**src/rtl/demux_1to8_deser_pkg.sv**
```systemverilog
// Shared constants for the 8-lane serial link: lane count, select width and
// lane indices, common to this deserialiser and the transmit-side 8:1 mux counter.
package demux_1to8_deser_pkg;

    localparam int N_LANES = 8;
    localparam int SEL_W   = 3;

    localparam logic [SEL_W-1:0] LANE0 = 3'b000;
    localparam logic [SEL_W-1:0] LANE1 = 3'b001;
    localparam logic [SEL_W-1:0] LANE2 = 3'b010;
    localparam logic [SEL_W-1:0] LANE3 = 3'b011;
    localparam logic [SEL_W-1:0] LANE4 = 3'b100;
    localparam logic [SEL_W-1:0] LANE5 = 3'b101;
    localparam logic [SEL_W-1:0] LANE6 = 3'b110;
    localparam logic [SEL_W-1:0] LANE7 = 3'b111;

endpackage

```
**src/rtl/demux_1to8_deser_sel_counter.sv**
```systemverilog
// Lane select counter: wraps 7->0 on inc, with clear and load-1 for frame restart,
// plus a terminal flag while pointing at the last lane.
module demux_1to8_deser_sel_counter
    import demux_1to8_deser_pkg::*;
(
    input  logic             clk,
    input  logic             rst,
    input  logic             inc_i,
    input  logic             clr_i,
    input  logic             load1_i,
    output logic [SEL_W-1:0] cnt_o,
    output logic             term_o
);

    logic [SEL_W-1:0] cnt_q;
    logic [SEL_W-1:0] cnt_d;

    // NOTE: the default assignment first keeps every path through always_comb
    // assigned, so no latch is inferred.
    always_comb begin
        cnt_d = cnt_q;
        if (load1_i) begin
            cnt_d = LANE1;
        end else if (clr_i) begin
            cnt_d = LANE0;
        end else if (inc_i) begin
            cnt_d = cnt_q + 1'b1;
        end
    end

    // NOTE: sequential state uses non-blocking assignments so every register
    // samples its pre-edge inputs, independent of process ordering.
    always_ff @(posedge clk or posedge rst) begin
        if (rst) begin
            cnt_q <= LANE0;
        end else begin
            cnt_q <= cnt_d;
        end
    end

    assign cnt_o  = cnt_q;
    assign term_o = (cnt_q == LANE7);

endmodule

```
**src/rtl/demux_1to8_deser.sv**
```systemverilog
// 1:8 serial-to-parallel deserialiser: routes each accepted bit to the lane named
// by the select counter and hands completed words out through a valid/ready register.
module demux_1to8_deser
    import demux_1to8_deser_pkg::*;
(
    input  logic               clk,
    input  logic               rst,
    input  logic               din,
    input  logic               din_valid,
    input  logic               sync,
    output logic [N_LANES-1:0] dout,
    output logic               dout_valid,
    input  logic               dout_ready,
    output logic [SEL_W-1:0]   sel,
    output logic               overrun,
    input  logic               ovr_clr
);

    // Lane 7 never needs storage: it goes straight into the candidate word.
    logic [N_LANES-2:0] shadow_q, shadow_d;
    logic [N_LANES-1:0] dout_q, dout_d;
    logic               dout_valid_q, dout_valid_d;
    logic               overrun_q, overrun_d;

    logic [SEL_W-1:0]   sel_q;
    logic               sel_term;
    logic               beat;
    logic               complete;
    logic               ovr_event;
    logic [N_LANES-1:0] candidate;

    assign beat      = din_valid && !sync;
    assign complete  = beat && sel_term;
    assign candidate = {din, shadow_q};

    demux_1to8_deser_sel_counter u_sel_counter (
        .clk     (clk),
        .rst     (rst),
        .inc_i   (beat),
        .clr_i   (sync),
        .load1_i (sync && din_valid),
        .cnt_o   (sel_q),
        .term_o  (sel_term)
    );

    always_comb begin
        shadow_d = shadow_q;
        if (sync) begin
            shadow_d = '0;
            if (din_valid) begin
                shadow_d[0] = din;
            end
        end else if (beat && !sel_term) begin
            shadow_d[sel_q] = din;
        end
    end

    always_comb begin
        dout_d       = dout_q;
        dout_valid_d = dout_valid_q;
        ovr_event    = 1'b0;
        if (complete) begin
            if (!dout_valid_q || dout_ready) begin
                dout_d       = candidate;
                dout_valid_d = 1'b1;
            end else begin
                ovr_event = 1'b1;
            end
        end else if (dout_valid_q && dout_ready) begin
            dout_valid_d = 1'b0;
        end
    end

    // Set beats clear so a drop coinciding with ovr_clr is never lost.
    always_comb begin
        overrun_d = overrun_q;
        if (ovr_clr) begin
            overrun_d = 1'b0;
        end
        if (ovr_event) begin
            overrun_d = 1'b1;
        end
    end

    // NOTE: the shadow and output word are plain registers, not a memory, so they
    // take the async reset; a reset mid-word must leave no stale bits behind.
    always_ff @(posedge clk or posedge rst) begin
        if (rst) begin
            shadow_q     <= '0;
            dout_q       <= '0;
            dout_valid_q <= 1'b0;
            overrun_q    <= 1'b0;
        end else begin
            shadow_q     <= shadow_d;
            dout_q       <= dout_d;
            dout_valid_q <= dout_valid_d;
            overrun_q    <= overrun_d;
        end
    end

    assign dout       = dout_q;
    assign dout_valid = dout_valid_q;
    assign sel        = sel_q;
    assign overrun    = overrun_q;

endmodule

```
**config.mk**
```make
export PLATFORM = sky130hd
export DESIGN_NAME = demux_1to8_deser
export DESIGN_NICKNAME = d
export VERILOG_FILES = /design/src/rtl/demux_1to8_deser_pkg.sv /design/src/rtl/demux_1to8_deser_sel_counter.sv /design/src/rtl/demux_1to8_deser.sv
export SDC_FILE = /design/constraint.sdc
export NUM_CORES = 1
export LEC_CHECK = 0
export CORE_MARGIN = 3
export CORE_UTILIZATION = 40
export DETAILED_ROUTE_END_ITERATION = 12
export PLACE_DENSITY = 0.7
export SLEW_MARGIN = 20
export SYNTH_ARGS = -nofsm -noshare
export SYNTH_HDL_FRONTEND = slang
export SYNTH_HIERARCHICAL = 1
export SYNTH_SLANG_ARGS = --single-unit
export TNS_END_PERCENT = 30
```
**constraint.sdc**
```tcl
create_clock -name clk -period 2.75 [get_ports clk]
set_input_delay 0.55 -clock clk [delete_from_list [all_inputs] [get_ports clk]]
set_output_delay 0.55 -clock clk [all_outputs]
set_load 0.05 [all_outputs]
```
# == After elaboration in Yosys (flattened, before gate mapping) ==
# Cells that the tools add are included.
# classes
add_sub_neg,1
order_cmp,2
n_eq_ne,2
muxes,16
n_reduce_logical,16
# ops
operator,n
two-way mux 7 bit,2
two-way mux 1 bit,9
two-way mux 3 bit,3
bitwise mux 7 bit,1
logical AND 1 bit,6
nonzero test 2 bit,3
< comparator 3 x 4 -> 1 bit (second input constant),1
AND reduction 2 bit,2
adder 3 x 1 -> 3 bit (second input constant),1
demux 1 bit (select 3 bit),1
equality test 3 bit (second input constant),1
greater-or-equal comparator 3 x 1 -> 1 bit (second input constant),1
logical NOT 1 bit,3
nonzero test 3 bit,1
inequality test 2 x 1 -> 1 bit (second input constant),1
logical OR 1 bit,1
# totals
ff_bits,20
word_cells,42

# == Longest topological paths before layout ==
# Gate-level depths: netlist of run 1.
# logic_depth
depth_word,7
depth_mapped,6
ltp_nobuf,5

# == Cells and area by module ==
# Netlist of run 1, hierarchy kept.
# modules_own_cells
mod,instances,cells_per_inst,area_per_inst_um2,seq_area_each_um2
demux_1to8_deser,1,65,832.0,425.4
demux_1to8_deser_sel_counter,1,12,150.1,75.1

# == Worst setup path before layout of run 1 ==
# No wires, ideal clock.
# synth_path
path_type,register to register
from,reg u_sel_counter.cnt_q[1] (netlist: u_sel_counter/cnt_o[1])
to,reg dout_q[0] (netlist: dout[0])
arrival_time_ps,1800
setup_slack_ps,825
stages_incl_launch_ff,7
cell_sequence,dfrtp_1 ha_1 ha_1 nand3b_2 nor2b_4 buf_12 mux2_4
# synth_via
elab_chain_cells,3
# synth_rtl
item,line_no,source
start: declaration,demux_1to8_deser_sel_counter.sv:15,logic [SEL_W-1:0] cnt_q;
start signal: assignment,demux_1to8_deser_sel_counter.sv:37,cnt_q <= cnt_d;
equality test 3 bit,demux_1to8_deser_sel_counter.sv:42,assign term_o = (cnt_q == LANE7);
net sel_term,demux_1to8_deser.sv:26,logic sel_term;
logical AND 1 bit,demux_1to8_deser.sv:33,assign complete = beat && sel_term;
AND reduction 2 bit (no line),-,
end signal: assignment,demux_1to8_deser.sv:95,dout_q <= dout_d;
end: declaration,demux_1to8_deser.sv:21,"logic [N_LANES-1:0] dout_q, dout_d;"
# The timed path passes the listed nets, and every way through them passes these cells.
# A chain may end at the register's enable or synchronous reset.

# == Worst setup path in the final report of run 1 ==
# layout_path
from,reg u_sel_counter.cnt_q[1] (netlist: u_sel_counter/cnt_o[1])
to,out sel[1]
# layout_lines
item,line_no,source
end: declaration,demux_1to8_deser.sv:14,"output logic [SEL_W-1:0] sel,"
# No word-level cell between the ends.

==> flow_summary.ini, run 1 <==
[sta]
tightest_slew_ns = 0.6507
finalCritPeriodShare_pct = 79.88
skew_ns = 0.003299
setup_viol = 0
setup_tns_ns = 0
finalCriticalPeriod_ns = 2.197
worst_slack_ns = 0.5532
rsz0062_at_grt = false
max_freq_mhz = 455.2
drv_slew = 0
slew_headroom_pct = 56.57
hold_viol = 0

[clock_tree]
numCtsBuffers = 3
clk_path_buf_depth = 2
cts_root_buf = clkbuf_4
clock-sinks = 20
cts_tree = done
clk_latency_ns = 0.30
htree_num_levels = 1
ctsHoldBuffers = 0
post_cts_buffers = 0
clkTransAtPathRegs_ns = 0.11
cts_resized = 0

[critical_path]
cp-endpoint = sel[1]
crit_path_start_kind = flip-flop
cp.arrival_ns = 1.65
critPathBufInv = 1
reg2reg_to = dout[7]
r2r_start = u_sel_counter/cnt_o[1]
cp_cell_sequence = clkdlybuf4s50_1
cp.depth = 1
reg2reg_slack_ns = 0.94
crit_start = u_sel_counter/cnt_o[1]
crit_fanout = 7
criticalPathCategory = reg -> out
crit_family = buffers and inverters
slowest_delay_ns = 0.85
cp.required_ns = 2.20
end_kind = primary output
cpMaxStageDelayCell = clkdlybuf4s50_1
rr_worst_depth = 5

[route]
ant_nets = 0
dr_total_vias = 618
drtPass1Iterations = 4
avgViaCountPerCell = 4.866
drc_errors = 0
routed_wl_um = 1746
drtIter0Drc = 4
wl_per_cell_um = 13.75

[final_layout]
finalNonFillerCells = 127
finalNetCount = 109
areaGrowthSynthToFinish_pct = 24.84
final_util_pct = 53.88
drive_gt1_share_pct = 17.17
antenna_cells = 0
fin_area_um2 = 1226

[pwr]
power_frac_comb_pct = 11.1
power.share.clock_pct = 31.9
power.internal_uw = 407.0
p_per_area_nw_per_um2 = 437.9
p_leak_uw = 0.0005983
ir_drop_v = 0.0003111
p_sw_uw = 129.9
seqPwrFrac_pct = 57.0
swShare_pct = 24.20

[global_routing]
antenna_found_initial = 0
global_route.usage.total_pct = 12.19
grt_pass1_wl_um = 2980
overflow = 0
grt_max_degree = 18
grt_pass1_vias = 660

[floorplan]
core_area_um2 = 2276
start_util_pct = 43.16
fp.dieArea_um2 = 3086
num_io_pins = 20
die_x_um = 55.55
row_count = 17
die_h_um = 55.55

[placed_design]
gp_congestion = 0.7216
io_buffer_count = 19
dp_cells = 123
dpl_worst_slack_ns = 0.7043
placed_cell_area_um2 = 1190
hpwlAfterDp_um = 1284

[job]
maxCapViolCount = 0

[synthesis]
syn_area_um2 = 982.2
syn_nets = 86
ys_types = 24
async_flop_share_pct = 100.0
netlist_instances = 77
yosys_warnings = 6
avgSynthCellArea_um2 = 12.76
seq_area_frac_synth_pct = 50.96
synth-seq-cells = 20
synth_edf_count = 0
synth_flop_cell = dfrtp_1

[hold_path]
hp-class = in -> async

[run_status]
status = finished, final reports clean
-- Yosys cell counts (2+ instances only) --
cell type | count | area share (%)
dfrtp_1 | 20 | 51
ha_1 | 2 | 2.5
inv_1 | 4 | 1.5
mux2_4 | 8 | 12
mux2i_1 | 8 | 8.2
nand2_1 | 8 | 3.1
nand2b_1 | 7 | 4.5
nor2b_1 | 3 | 1.9
nor3_1 | 2 | 1.0
-- flip-flops by register name, summed over array words and instances, names as in the netlist --
| signal | count |
|---|---|
| shadow_q | 7 |
| overrun | 1 |
| u_sel_counter/cnt_o | 3 |
| dout | 8 |
| dout_valid | 1 |
-- kinds of logic after synthesis --
family,after synthesis,synth area share [%]
compound gates,4,3.058
xor+xnor,1,0.8919
fa+ha+maj,2,2.547
buf+inv,6,4.076
flops,20,50.96
mux,16,20.38
simple gates,28,18.09
-- worst min path at each step --
stage / startpoint / to / slack (ns) / depth (start not counted)
after global placement: shadow_q[3] / dout[3] / 0.49 / 1
final: rst / u_sel_counter/cnt_o[0] / 0.43 / 2
after floorplan: rst / u_sel_counter/cnt_o[0] / 0.30 / 1
after CTS: rst / u_sel_counter/cnt_o[2] / 0.42 / 2
after detailed placement: shadow_q[2] / dout[2] / 0.49 / 1
after global routing: rst / u_sel_counter/cnt_o[0] / 0.43 / 2
-- power groups by stage --
stage	clock (uW)	combinational [uW]	sequential, uW
after floorplan	0	28.9	319
final	171	59.8	306
after global placement	0	59.6	311
after CTS	177	61.1	306
after detailed placement	0	61.0	312
after global routing	191	66.1	307
-- metrics by stage --
step	power (uW)	hold WS [ns]
2_1_floorplan	347.9	0.3036
3_3_place_gp	370.8	0.4904
3_5_place_dp	372.5	0.4940
4_1_cts	544.3	0.4191
5_1_grt	563.9	0.4254
6_report	536.9	0.4263
-- layer usage --
metal	part of all wire (%)	GRT usage, %	up-vias
met5	0	0	-
met4	2.0	4.167	0
met3	4.1	2.336	4
met2	49	21.45	13
met1	45	14.73	298
li1	-	-	303
-- placed cells by master, fill, tap and decap left out, drive strengths merged --
master / count
inv: 4
and3b: 1
o21bai: 1
nor3b: 1
nor2: 1
mux2: 8
nand2b: 8
mux2i: 8
and2: 1
nor2b: 4
buf: 1
a211o: 1
o22ai: 1
nor3: 2
o211ai: 1
nand3: 1
clkdlybuf4s50: 19
clkbuf: 4
nand3b: 1
dfrtp: 20
nand2: 8
ha: 2
xnor2: 1
-- cell type report --
cell class | instances | area, um^2
Clock buffer | 4 | 36.28
Fill cell | 217 | 1050
Inverter | 4 | 15.01
Multi-Input combinational cell | 51 | 441.7
Sequential cell | 20 | 500.5
Tap cell | 28 | 35.03
Timing Repair Buffer | 20 | 197.7
No activity file was read; power rests on OpenSTA's default activity.
==> inputs of run 2 (changes only) <==
Clock period 2.75 ns to 2.12 ns, I/O delays scaled along.
==> run 2 against run 1 <==
Net effect: worst hold slack lost 0.11 ns; global-route usage shrank 0.23 points; via count grew 0.97%; highest routed layer unchanged.
==> flow_summary.ini, run 2 (synthesis results as in run 1) <==
[critical_path]
crit_start = u_sel_counter/cnt_o[2]
cpMaxStageDelayCell = clkdlybuf4s50_1
critPathBufInv = 1
cp.depth = 1
reg2reg_to = dout[7]
cp-endpoint = sel[2]
crit_path_start_kind = flip-flop
crit_family = buffers and inverters
rr_worst_depth = 5
criticalPathCategory = reg -> out
crit_fanout = 7
cp.arrival_ns = 1.61
end_kind = primary output
slowest_delay_ns = 0.85
cp.required_ns = 1.70
reg2reg_slack_ns = 0.30
cp_cell_sequence = clkdlybuf4s50_1
r2r_start = u_sel_counter/cnt_o[1]

[clock_tree]
clk_path_buf_depth = 2
htree_num_levels = 1
cts_root_buf = clkbuf_4
post_cts_buffers = 0
clock-sinks = 20
numCtsBuffers = 3
clkTransAtPathRegs_ns = 0.11
cts_tree = done
clk_latency_ns = 0.30

[pwr]
power.share.clock_pct = 39.5
power_frac_comb_pct = 9.9
ir_drop_v = 0.0004770
swShare_pct = 21.70
p_sw_uw = 170.2
p_per_area_nw_per_um2 = 630.0
finalPower_uw = 784.3
seqPwrFrac_pct = 50.6
p_leak_uw = 0.0006229
power.internal_uw = 614.2

[floorplan]
start_util_pct = 43.16
row_count = 17
core_area_um2 = 2276
num_io_pins = 20
die_x_um = 55.55
fp.dieArea_um2 = 3086
die_h_um = 55.55

[global_routing]
antenna_found_initial = 0
grt_max_degree = 18
grt_pass1_wl_um = 2911
grt_pass1_vias = 619
overflow = 0
global_route.usage.total_pct = 11.96

[sta]
tightest_slew_ns = 0.6293
drv_slew = 0
skew_ns = 0.01064
rsz0062_at_grt = false
setup_tns_ns = 0
finalCriticalPeriod_ns = 2.039
hold-worst-slack_ns = 0.3167
setup_viol = 0
slew_headroom_pct = 58.00
finalCritPeriodShare_pct = 96.18
hold_viol = 0
max_freq_mhz = 490.4

[final_layout]
final_util_pct = 54.70
finalNetCount = 109
areaGrowthSynthToFinish_pct = 26.75
final_common_cell = dfrtp_1
antenna_cells = 0
fin_area_um2 = 1245
largest_register_ffs = 8
final_cell_mix = 20 x dfrtp_1, 18 x clkdlybuf4s50_1, 8 x mux2_4, 8 x nand2_1, 8 x mux2i_1
num-fill-cells = 194
drive_gt1_share_pct = 17.17

[route]
dr_total_vias = 624
avgViaCountPerCell = 4.913
drc_errors = 0
ant_nets = 0
drtPass1Iterations = 3
drtIter0Drc = 8
wl_per_cell_um = 12.93
routed_wl_um = 1642

[hold_path]
hp-class = in -> async

[run_status]
status = finished, final reports clean

[placed_design]
gp_congestion = 0.7127
placed_cell_area_um2 = 1190
hpwlAfterDp_um = 1231
io_buffer_count = 19

[job]
maxCapViolCount = 0
run 2: metal layers:
metal | part of all wire, % | GRT usage (%) | up-vias
met3 | 3.6 | 2.804 | 4
met2 | 47 | 18.75 | 13
li1 | - | - | 303
met1 | 48 | 15.68 | 304
met4 | 1.8 | 5.208 | 0
met5 | 0 | 0 | -
run 2: how the worst min path moves through the flow:
stage,from,endpoint,slack (ns),depth (start not counted)
5_1_grt,rst,u_sel_counter/cnt_o[2],0.31,2
4_1_cts,rst,u_sel_counter/cnt_o[2],0.32,2
6_report,rst,u_sel_counter/cnt_o[2],0.32,2
3_3_place_gp,shadow_q[5],dout[5],0.49,1
2_1_floorplan,rst,u_sel_counter/cnt_o[0],0.18,1
3_5_place_dp,dout[5],dout[5],0.50,1
run 2: worst register-to-register path, stage by stage, from the launching register on:
cell and delay (ns):
dfrtp_1 0.48, ha_1 0.21, ha_1 0.21, nand3b_2 0.13, nor2b_4 0.35, mux2_4 0.34
run 2: layout make-up:
cell class / count / area, um^2 / area share (%)
Clock inverter: 1 / 30.03 / 2.412
Tap cell: 28 / 35.03 / 2.814
Clock buffer: 3 / 22.52 / 1.809
Timing Repair Buffer: 20 / 200.2 / 16.08
Sequential cell: 20 / 500.5 / 40.20
Multi-Input combinational cell: 51 / 441.7 / 35.48
Inverter: 4 / 15.01 / 1.206
run 2: through the flow:
| step | instances | setup WS, ns |
|---|---|---|
| final | 127 | 0.08103 |
| after global routing | 127 | 0.002506 |
| after CTS | 127 | 0.06219 |
| after detailed placement | 123 | 0.2108 |
| after global placement | 123 | 0.2373 |
| after floorplan | 77 | 0.1953 |
run 2: power by group through the flow:
stage	Sequential (uW)	Clock, uW	Combinational (uW)
floorplan	414	0	37.5
global placement	404	0	78.0
detailed placement	404	0	78.9
CTS	397	314	79.0
global route	398	339	85.7
finish	397	310	77.5
run 2: repair_timing:
| item | CTS | global route |
|---|---|---|
| gates resized for setup | 0 | 1 |
| hold buffers | 0 | 0 |
| endpoints found under the setup margin | 0 | 1 |
==> inputs of run 3 (changes only) <==
Settings changed: CAP_MARGIN set to 10, HOLD_SLACK_MARGIN set to 0.08.
==> results of run 3 <==
No change in the layout: final DEF, timing and power equal those of run 2.
